### config.mk
export PLATFORM = sky130hd
export DESIGN_NAME = if_fetch_stage
export DESIGN_NICKNAME = d
export VERILOG_FILES = /design/src/rtl/wisc_pkg.sv /design/src/rtl/fetch_fifo.sv /design/src/rtl/if_fetch_stage.sv
export SDC_FILE = /design/constraint.sdc
export NUM_CORES = 1
export LEC_CHECK = 0
export CORE_MARGIN = 5
export CORE_UTILIZATION = 65
export CTS_BUF_LIST = sky130_fd_sc_hd__clkbuf_8
export DETAILED_ROUTE_END_ITERATION = 8
export DONT_BUFFER_PORTS = 1
export HOLD_SLACK_MARGIN = 0.03
export PLACE_DENSITY = 0.81
export RECOVER_POWER = 50
export SETUP_SLACK_MARGIN = 0.3
export SYNTH_ARGS = -nofsm -noshare
export SYNTH_HDL_FRONTEND = slang
export SYNTH_HIERARCHICAL = 1
export SYNTH_SLANG_ARGS = --single-unit
### constraint.sdc
create_clock -name clk -period 3.8 [get_ports clk]
set_input_delay 0.38 -clock clk [delete_from_list [all_inputs] [get_ports clk]]
set_output_delay 0.38 -clock clk [all_outputs]
set_load 0.03 [all_outputs]
### src/rtl/wisc_pkg.sv
// Shared definitions for the fetch front end: data widths, the opcode
// field location, the HLT opcode and the fetch-control state encoding.
package wisc_pkg;

  localparam int INSTR_W = 16;
  localparam int ADDR_W  = 16;

  // Opcode occupies the top nibble of every instruction word.
  localparam int OP_MSB = 15;
  localparam int OP_LSB = 12;

  localparam logic [3:0] OP_HLT = 4'hF;

  // RUN issues fetches; HALT stops issuing until a redirect arrives.
  typedef enum logic {
    RUN  = 1'b0,
    HALT = 1'b1
  } fetch_state_e;

  // True when the instruction word carries the HLT opcode.
  function automatic logic is_hlt(input logic [INSTR_W-1:0] instr);
    return instr[OP_MSB:OP_LSB] == OP_HLT;
  endfunction

endpackage

### src/rtl/fetch_fifo.sv
// Fetch buffer between instruction memory and decode.
// Entries are kept in a shift arrangement so entry 0 is always the head.
// The head outputs therefore come straight from registers, and every slot
// beyond the fill level is held at zero, so the head reads zero when empty.
// Push and pop may happen together at any fill level; flush wins over both.
module fetch_fifo
  import wisc_pkg::*;
#(
  parameter  int DEPTH = 2,
  localparam int CW    = $clog2(DEPTH + 1)
) (
  input  logic               clk_i,
  input  logic               rst_i,
  input  logic               push_i,
  input  logic [INSTR_W-1:0] push_instr_i,
  input  logic [ADDR_W-1:0]  push_pc_i,
  input  logic               pop_i,
  input  logic               flush_i,
  output logic [CW-1:0]      count_o,
  output logic               head_valid_o,
  output logic [INSTR_W-1:0] head_instr_o,
  output logic [ADDR_W-1:0]  head_pc_o
);

  localparam int EW = INSTR_W + ADDR_W;

  logic [EW-1:0] mem_q [DEPTH];
  logic [EW-1:0] mem_d [DEPTH];
  logic [CW-1:0] count_q;
  logic [CW-1:0] count_d;
  logic [CW-1:0] wr_slot;
  logic          pop_ok;

  // Next-state of the storage: shift on pop, then write the new entry at
  // the first free slot after the shift.
  always_comb begin
    pop_ok  = pop_i & (count_q != '0);
    wr_slot = pop_ok ? (count_q - CW'(1)) : count_q;
    mem_d   = mem_q;
    count_d = count_q;
    if (flush_i) begin
      for (int i = 0; i < DEPTH; i++) begin
        mem_d[i] = '0;
      end
      count_d = '0;
    end else begin
      if (pop_ok) begin
        for (int i = 0; i < DEPTH - 1; i++) begin
          mem_d[i] = mem_q[i+1];
        end
        mem_d[DEPTH-1] = '0;
      end
      // A push onto a full buffer without a pop has no slot and is dropped;
      // the issue rule upstream never lets that happen.
      for (int i = 0; i < DEPTH; i++) begin
        if (push_i && (wr_slot == CW'(i))) begin
          mem_d[i] = {push_instr_i, push_pc_i};
        end
      end
      count_d = count_q + CW'(push_i) - CW'(pop_ok);
    end
  end

  // Storage and fill-level registers.
  always_ff @(posedge clk_i) begin
    if (rst_i) begin
      for (int i = 0; i < DEPTH; i++) begin
        mem_q[i] <= '0;
      end
      count_q <= '0;
    end else begin
      for (int i = 0; i < DEPTH; i++) begin
        mem_q[i] <= mem_d[i];
      end
      count_q <= count_d;
    end
  end

  assign count_o      = count_q;
  assign head_valid_o = (count_q != '0);
  assign head_instr_o = mem_q[0][EW-1:ADDR_W];
  assign head_pc_o    = mem_q[0][ADDR_W-1:0];

endmodule

### src/rtl/if_fetch_stage.sv
// Instruction-fetch stage. Holds the PC, issues one read per cycle to a
// synchronous-read instruction memory, and buffers returned words in a
// small FIFO so decode can stall without losing fetches.
//
// Handshake: decode takes the head when if_valid & id_ready in the same
// cycle; if_valid never drops while the head is waiting, and the head
// contents are stable until taken. A redirect discards the buffer and any
// read whose data arrives in the redirect cycle; the first read at the
// new address goes out one cycle later.
//
// Issue keeps one slot reserved for every read in flight, so a returning
// word always has room. Once a HLT word returns, issuing stops until a
// redirect or reset. hlt_fetched mirrors the fetch FSM state.
module if_fetch_stage
  import wisc_pkg::*;
#(
  parameter logic [ADDR_W-1:0] RESET_PC = 16'h0000,
  parameter int                DEPTH    = 2
) (
  input  logic               clk,
  input  logic               rst,
  output logic [ADDR_W-1:0]  imem_addr,
  output logic               imem_rd_en,
  input  logic [INSTR_W-1:0] imem_rdata,
  output logic               if_valid,
  output logic [INSTR_W-1:0] if_instr,
  output logic [ADDR_W-1:0]  if_pc,
  output logic [ADDR_W-1:0]  if_pc_plus1,
  input  logic               id_ready,
  input  logic               redirect_valid,
  input  logic [ADDR_W-1:0]  redirect_pc,
  output logic               hlt_fetched
);

  // DEPTH must be at least 2 for back-to-back issue to sustain one
  // instruction per cycle.
  localparam int CW = $clog2(DEPTH + 1);

  fetch_state_e      state_q;
  logic              hlt_q;
  logic [ADDR_W-1:0] pc_q;
  logic [ADDR_W-1:0] pc_d;
  logic [ADDR_W-1:0] req_pc_q;
  logic [ADDR_W-1:0] req_pc_d;
  logic              inflight_q;
  logic              inflight_d;

  logic [CW-1:0]      fifo_count;
  logic               fifo_valid;
  logic [INSTR_W-1:0] fifo_instr;
  logic [ADDR_W-1:0]  fifo_pc;

  logic pop;
  logic ret_hlt;
  logic push;
  logic has_space;
  logic issue;

  // Issue decision and buffer control for this cycle.
  always_comb begin
    // Decode's take is ignored in a redirect cycle; the buffer is flushed.
    pop       = fifo_valid & id_ready & ~redirect_valid;
    ret_hlt   = inflight_q & is_hlt(imem_rdata);
    push      = inflight_q & ~redirect_valid;
    has_space = (int'(fifo_count) + int'(inflight_q)) < DEPTH;
    // A HLT arriving this cycle blocks the issue that would otherwise
    // follow it, so nothing past the HLT is ever requested.
    issue     = ~rst & ~redirect_valid & (state_q == RUN) & ~ret_hlt &
                (has_space | pop);
  end

  // Next PC, recorded request PC and in-flight flag.
  always_comb begin
    pc_d       = pc_q;
    req_pc_d   = req_pc_q;
    inflight_d = issue;
    if (redirect_valid) begin
      pc_d = redirect_pc;
    end else if (issue) begin
      pc_d     = pc_q + ADDR_W'(1);
      req_pc_d = pc_q;
    end
  end

  // PC and outstanding-read tracking; reset overrides redirect.
  always_ff @(posedge clk) begin
    if (rst) begin
      pc_q       <= RESET_PC;
      req_pc_q   <= '0;
      inflight_q <= 1'b0;
    end else begin
      pc_q       <= pc_d;
      req_pc_q   <= req_pc_d;
      inflight_q <= inflight_d;
    end
  end

  // Fetch FSM: RUN until a HLT word returns, back to RUN on redirect.
  always_ff @(posedge clk) begin
    if (rst) begin
      state_q <= RUN;
      hlt_q   <= 1'b0;
    end else if (redirect_valid) begin
      state_q <= RUN;
      hlt_q   <= 1'b0;
    end else begin
      case (state_q)
        RUN: begin
          if (ret_hlt) begin
            state_q <= HALT;
            hlt_q   <= 1'b1;
          end
        end
        HALT: begin
          state_q <= HALT;
          hlt_q   <= 1'b1;
        end
        default: begin
          state_q <= RUN;
          hlt_q   <= 1'b0;
        end
      endcase
    end
  end

  fetch_fifo #(
    .DEPTH (DEPTH)
  ) u_fifo (
    .clk_i        (clk),
    .rst_i        (rst),
    .push_i       (push),
    .push_instr_i (imem_rdata),
    .push_pc_i    (req_pc_q),
    .pop_i        (pop),
    .flush_i      (redirect_valid),
    .count_o      (fifo_count),
    .head_valid_o (fifo_valid),
    .head_instr_o (fifo_instr),
    .head_pc_o    (fifo_pc)
  );

  assign imem_addr   = pc_q;
  assign imem_rd_en  = issue;
  assign if_valid    = fifo_valid;
  assign if_instr    = fifo_instr;
  assign if_pc       = fifo_pc;
  // Return address for calls; held at zero while the buffer is empty.
  assign if_pc_plus1 = fifo_valid ? (fifo_pc + ADDR_W'(1)) : '0;
  assign hlt_fetched = hlt_q;

endmodule

# After elaboration in Yosys (flattened, before gate mapping)
# Cells that the tools add are included.
dict set report word_totals {
  wordCells 52
  reg_bits 101
}
dict set report classes {
  n_eq_ne 3
  add_sub_neg 6
  muxes 11
  magnitude_cmp 1
  n_reduce_logical 9
  bitwise_logic 14
}
# cell count
set ops {}
lappend ops {{$mux 32} 2}
lappend ops {{$mux 64} 1}
lappend ops {{$mux 16} 3}
lappend ops {{$add 16x1->16 const B} 2}
lappend ops {{$and 1x1->1} 9}
lappend ops {{$reduce_bool 2->1} 4}
lappend ops {{$eq 4x4->1 const B} 1}
lappend ops {{$not 1->1} 4}
lappend ops {{$pmux 1 s2} 2}
lappend ops {{$add 2x1->3} 1}
lappend ops {{$lt 3x2->1 const B} 1}
lappend ops {{$add 2x1->2} 1}
lappend ops {{$eq 2x1->1 const B} 1}
lappend ops {{$logic_and 1x1->1} 2}
lappend ops {{$logic_not 2->1} 1}
lappend ops {{$mux 1} 2}
lappend ops {{$mux 2} 1}
lappend ops {{$ne 2x2->1 const B} 1}
lappend ops {{$reduce_and 2->1} 1}
lappend ops {{$reduce_or 2->1} 1}
lappend ops {{$sub 2x1->2} 1}
lappend ops {{$sub 2x1->2 const B} 1}
lappend ops {{$or 1x1->1} 1}

# Longest topological paths before layout
dict set report logic_depth {
  word_depth 8
  ltp_mapped 18
  depth_no_buf 13
}

# Cells and area by module
# Netlist, hierarchy kept.
# module cells_each instances area_per_inst_um2
set modules_own_cells {}
lappend modules_own_cells {fetch_fifo 391 1 3981.3}
lappend modules_own_cells {if_fetch_stage 261 1 2026.9}

# Worst setup path after synthesis
# OpenSTA, ideal clock, no wires.
dict set report synth_timing {
  path_kind {register -> register}
  start {register u_fifo.count_q[1] (netlist: u_fifo/count_o[1])}
  end {register u_fifo/mem_q[10] in the netlist's numbering}
  setup_ps 115
  stages_incl_launch_ff 17
  t_arrival_ps 3614
  path_buffers 5
  path_slack_ps 71
  period_less_slack_ps 3729
  cell_sequence {dfxtp_1 clkbuf_1 buf_2 inv_2 ha_1 inv_1 clkbuf_2 nand2_1 nor2_1 nand2b_4 clkinv_2 buf_1 ha_1 nor3b_2 clkbuf_1 nor3b_1 o21a_1}
}
dict set report synth_between {
  elab_chain_cells 8
}
# item line
set synth_lines {}
lappend synth_lines {{start: declaration} fetch_fifo.sv:29} ;# logic [CW-1:0] count_q;
lappend synth_lines {{start signal: assignment} fetch_fifo.sv:75} ;# count_q <= count_d;
lappend synth_lines {{$reduce_bool 2->1 *} fetch_fifo.sv:80} ;# assign head_valid_o = (count_q != '0);
lappend synth_lines {{named net if_valid} if_fetch_stage.sv:25} ;# output logic if_valid,
lappend synth_lines {{$and 1x1->1 * (2 in series)} if_fetch_stage.sv:62} ;# pop = fifo_valid & id_ready & ~redirect_valid;
lappend synth_lines {{named net pop} if_fetch_stage.sv:53} ;# logic pop;
lappend synth_lines {{$and 1x1->1 *} fetch_fifo.sv:37} ;# pop_ok = pop_i & (count_q != '0);
lappend synth_lines {{$mux 2} fetch_fifo.sv:38} ;# wr_slot = pop_ok ? (count_q - CW'(1)) : count_q;
lappend synth_lines {{$eq 2x1->1} fetch_fifo.sv:56} ;# if (push_i && (wr_slot == CW'(i))) begin
lappend synth_lines {{$logic_and 1x1->1} fetch_fifo.sv:56}
lappend synth_lines {{$mux 32 / $reduce_bool 2->1 (equally long branches)} n/a}
lappend synth_lines {{end signal: indexed assignment} fetch_fifo.sv:73} ;# mem_q[i] <= mem_d[i];
lappend synth_lines {{end: declaration} fetch_fifo.sv:27} ;# logic [EW-1:0] mem_q [DEPTH];
# The timed path passes the listed nets; every way through them passes the cells marked *.
# A chain may end at the register's enable or synchronous reset.

# Worst setup path after layout
dict set report layout_timing {
  start {register u_fifo.count_q[1] (netlist: u_fifo/count_o[1])}
  end {output port imem_rd_en}
}
dict set report layout_between {
  elab_chain_cells 5
}
# item line
set layout_lines {}
lappend layout_lines {{branches (longest 3 deep; another with $add 2x1->3)} n/a}
lappend layout_lines {{$or 1x1->1 *} if_fetch_stage.sv:69} ;# (has_space | pop);
lappend layout_lines {{$and 1x1->1 *} if_fetch_stage.sv:68} ;# issue = ~rst & ~redirect_valid & (state_q == RUN) & ~ret_hlt &
lappend layout_lines {{end: declaration} if_fetch_stage.sv:23} ;# output logic imem_rd_en,
# Every way passes the cells marked *.

==> impl_table.tex <==
\begin{tabular}{lr}
\hline
Metric & Value \\
\hline
\multicolumn{2}{l}{\textbf{Outcome}} \\
\quad Outcome & finished, final reports clean \\
\multicolumn{2}{l}{\textbf{Critical path}} \\
\quad Master of the slowest instance on the critical path & sky130\_fd\_sc\_hd\_\_clkbuf\_2 \\
\quad Reg2reg setup slack & between 0.5 and 0.6 ns \\
\quad Slowest cell delay on critical path & 0.79 ns \\
\quad Launching element type of the critical path & flop \\
\quad Critical Path Sink Type & output port \\
\quad Crit path cell chain & clkbuf\_2 -> a21o\_1 -> a221oi\_2 -> buf\_4 -> nand2\_1 -> inv\_1 \\
\quad Data arrival time of the worst path & slightly above 3 ns \\
\quad Critical path type & flop to output port \\
\quad Required time at the worst-slack endpoint & 3.42 ns \\
\quad Worst path top cell family by delay & buffers and inverters \\
\quad Top fanout value on the critical path & 67 \\
\quad CP Buf/Inv Count & 3 \\
\multicolumn{2}{l}{\textbf{Layout}} \\
\quad Fraction of final layout cells with drive strength greater than 1 & 0.139 \\
\quad Most used cells in the layout excluding fill and tap cells & sky130\_fd\_sc\_hd\_\_dfxtp\_1 (101), sky130\_fd\_sc\_hd\_\_nand2\_1 (35), sky130\_fd\_sc\_hd\_\_mux2i\_1 (34), sky130\_fd\_sc\_hd\_\_a211oi\_1 (34) \\
\quad Number of fill cells in the layout & 744 \\
\quad Diodes inserted & 0 \\
\quad Core Util, Final & 0.658 \\
\quad Final nets & just over 600 \\
\quad Commonest non-fill, non-tap cell in the layout & sky130\_fd\_sc\_hd\_\_dfxtp\_1 \\
\quad Syn-to-layout area delta & -0.250\% \\
\multicolumn{2}{l}{\textbf{Logic synthesis}} \\
\quad Syn Inst Count & $\sim$650 \\
\quad Post-Synthesis Cell Area & 6010 um2 \\
\quad Per-instance average area after synthesis & 9.22 um2 \\
\quad Most used DFF post-synth & sky130\_fd\_sc\_hd\_\_dfxtp\_1 \\
\quad Synth Net Count & 693 \\
\quad Cell type contributing the most total cell area after synthesis & sky130\_fd\_sc\_hd\_\_dfxtp\_1 \\
\quad Post-synthesis cell type count & 54 \\
\quad Fraction of the yosys area taken by sequential cells & 0.337 \\
\quad Proportion of netlist area held by the largest area contributor & 0.337 \\
\quad Number of enable flip-flop cells after synthesis & 0 \\
\quad Cell types with the largest area share after synthesis & sky130\_fd\_sc\_hd\_\_dfxtp\_1 (34\%), sky130\_fd\_sc\_hd\_\_a211oi\_2 (6.2\%), sky130\_fd\_sc\_hd\_\_mux2i\_1 (5.7\%), sky130\_fd\_sc\_hd\_\_a211oi\_1 (4.2\%), sky130\_fd\_sc\_hd\_\_buf\_4 (4.1\%) \\
\quad Synthesis warning total & 6 \\
\quad Register bit count reported by yosys & 101 \\
\quad Synth async-reset ratio & 0 \\
\multicolumn{2}{l}{\textbf{Floorplan}} \\
\quad Die Outline Area & 11300 um2 \\
\quad Die width & 106 um \\
\quad Number of placement rows & 35 \\
\quad Vertical die dimension & 106 um \\
\quad Area inside the core boundary & 9110 um2 \\
\quad Number of I/O pins & about 100 \\
\quad Effective utilization at floorplan & 0.660 \\
\multicolumn{2}{l}{\textbf{Global route}} \\
\quad Total congestion overflow & 0 \\
\quad Antenna violations before repair & 0 \\
\quad Via count of the first global-routing pass & 4634 \\
\quad First-pass GRT wire length & 23700 um \\
\quad Largest net degree at the start of global routing & between 70 and 80 \\
\quad Global-route usage over all layers & 0.255 \\
\multicolumn{2}{l}{\textbf{Power and ir drop}} \\
\quad Share of total power consumed by net switching & 0.252 \\
\quad Pwr per Cell Area & roughly 360 nW/um2 \\
\quad Logic gate share of total power & 0.062 \\
\quad Sequential fraction of design power & 0.540 \\
\quad Switching power & around 540 uW \\
\quad Total leakage power & 0.00196 uW \\
\quad Cell internal pwr & 1610 uW \\
\quad Clock share of power & 0.398 \\
\quad VDD IR-drop max & $\sim$0.26 mV \\
\multicolumn{2}{l}{\textbf{Detailed routing}} \\
\quad Post-Route WL & 14300 um \\
\quad Drt drc & 0 \\
\quad Number of design-rule violations left by the first detailed-router iteration & 377 \\
\quad Number of antenna-violating nets in the routed design & 0 \\
\quad Routed wire per std cell & 20.6 um \\
\quad Vias & about 4800 \\
\quad Count of TritonRoute iterations in the first routing pass & 4 \\
\quad Number of vias per cell & 6.97 \\
\multicolumn{2}{l}{\textbf{Clock tree}} \\
\quad CTS Hold Bufs & 0 \\
\quad Insertion delay of the later-clocked pin in the worst-skew pair & between 0.3 and 0.4 ns \\
\quad Setup Buffers After CTS & 0 \\
\quad Root buffer cell & sky130\_fd\_sc\_hd\_\_clkbuf\_8 \\
\quad Number of buffers on the longest clock path & 2 \\
\quad CTS Buf Count & 9 \\
\quad H-tree levels & 3 \\
\quad TritonCTS clock tree & built \\
\quad Clock transition at the registers of the reported paths & 0.10 ns \\
\quad Number of cells upsized or downsized after cts & 0 \\
\quad \# clock sinks & 101 \\
\multicolumn{2}{l}{\textbf{Timing}} \\
\quad Actual transition at the worst max-transition pin & 1.44 ns \\
\quad Relative slew slack & 0.0399 \\
\quad Max Clock Freq & between 200 and 300 MHz \\
\quad Hold Violations, Final & 0 \\
\quad Pins over their slew limit & 0 \\
\quad Min Clock Period, post-route & 3.43 ns \\
\quad Total setup violations reported at the end of the flow & 0 \\
\quad Final hold slack & 0.0728 ns \\
\quad Unrepaired setup endpoints after global routing & false \\
\quad Post-route clock period utilization & 0.903 \\
\quad Worst Skew & 0.0102 ns \\
\quad Setup TNS & 0 ns \\
\multicolumn{2}{l}{\textbf{Placed design}} \\
\quad Final estimated routing congestion in global placement & 0.852 \\
\quad Detail Placement HPWL & 9330 um \\
\quad Count of port buffers added during placement & 0 \\
\multicolumn{2}{l}{\textbf{Hold path}} \\
\quad Worst min path class & input pin to flop \\
\multicolumn{2}{l}{\textbf{Run}} \\
\quad Max-cap violations & 0 \\
\hline
\end{tabular}
[Yosys cell counts, drive strengths merged, types with 20 or more instances]
library cell	instances
dfxtp	101
a211oi	64
buf	53
clkbuf	47
nand2	35
mux2i	34
nor3b	34
a2111oi	32
nand3b	32
o21a	32
nand3	22
inv	20
[worst reg2reg max path, cell delays in order, from the launching register on]
cell and delay, ns:
sky130_fd_sc_hd__dfxtp_1 0.32, sky130_fd_sc_hd__inv_1 0.09, sky130_fd_sc_hd__ha_1 0.26, sky130_fd_sc_hd__inv_1 0.10, sky130_fd_sc_hd__nand2_1 0.14, sky130_fd_sc_hd__nor2_1 0.11, sky130_fd_sc_hd__nand2b_4 0.08, sky130_fd_sc_hd__clkinv_2 0.06
sky130_fd_sc_hd__ha_1 0.59, sky130_fd_sc_hd__nand2_1 0.42, sky130_fd_sc_hd__buf_4 0.34, sky130_fd_sc_hd__a2111oi_1 0.49, sky130_fd_sc_hd__a211oi_2 0.08
[routing by layer]
| metal | vias to the layer above | global-route usage | wire, um |
|---|---|---|---|
| met2 | 195 | 0.415 | 6740 |
| met1 | 2337 | 0.330 | 6070 |
| met4 | 0 | 0.0712 | 246 |
| met3 | 22 | 0.0723 | 1260 |
| met5 | - | 0 | 0 |
| li1 | 2289 | - | - |
[registers in the layout (all words and copies together), names as in the netlist]
name                 flops
hlt_fetched              1
imem_addr               16
inflight_q               1
req_pc_q                16
state_q                  1
u_fifo/count_o           2
u_fifo/head_instr_o     16
u_fifo/head_pc_o        16
u_fifo/mem_q            32
[path summary, 6_finish.rpt]
check	startpoint	end	cells after the start
worst max-delay path	u_fifo/count_o[1]$_SDFF_PP0_	imem_rd_en	6
worst min-delay path	rst	imem_addr[5]$_SDFFE_PP0P_	1
worst max register to register	u_fifo/count_o[0]$_SDFF_PP0_	u_fifo/head_pc_o[14]$_SDFFE_PP0P_	12
worst min register to register	req_pc_q[4]$_SDFFE_PP0P_	req_pc_q[4]$_SDFFE_PP0P_	2
[power groups by stage]
stage / Sequential (uW) / Combinational [uW] / Clock [uW]
final: 1160 / 132 / 854
after CTS: 1160 / 132 / 857
after floorplan: 1150 / 144 / 0
after global placement: 1180 / 127 / 0
after detailed placement: 1180 / 132 / 0
after global routing: 1160 / 146 / 916
[kinds of logic (layout without fill, tap and decap cells)]
family / Yosys count / after routing / share of synthesized area
multiplexers: 34 / 34 / 0.0566
AO/OA/AOI/OAI: 187 / 187 / 0.279
buffers and inverters: 121 / 53 / 0.104
XOR/XNOR: 15 / 15 / 0.0219
adder cells (fa/ha/maj): 5 / 5 / 0.0104
flip-flops: 101 / 101 / 0.337
AND/OR/NAND/NOR: 189 / 189 / 0.192
[stage by stage]
step | power, uW | cell area (um2) | cells | setup WS (ns)
finish | 2150 | 5990 | 695 | 0.367
global route | 2230 | 5990 | 695 | 0.192
CTS | 2150 | 6000 | 695 | 0.634
detailed placement | 1310 | 5750 | 679 | 0.693
global placement | 1310 | 5750 | 679 | 0.911
floorplan | 1290 | 6010 | 652 | 0.338
[final cells by class]
| type | count | area, um2 | area share |
|---|---|---|---|
| multi-input combinational | 430 | 3380 | 0.565 |
| sequential | 101 | 2020 | 0.337 |
| clock buffer | 11 | 151 | 0.0253 |
| tap | 111 | 139 | 0.0232 |
| timing repair buffer | 16 | 110 | 0.0184 |
| clock inverter | 5 | 106 | 0.0177 |
| inverter | 21 | 80.1 | 0.0134 |
(Power assumes the default switching activity.)
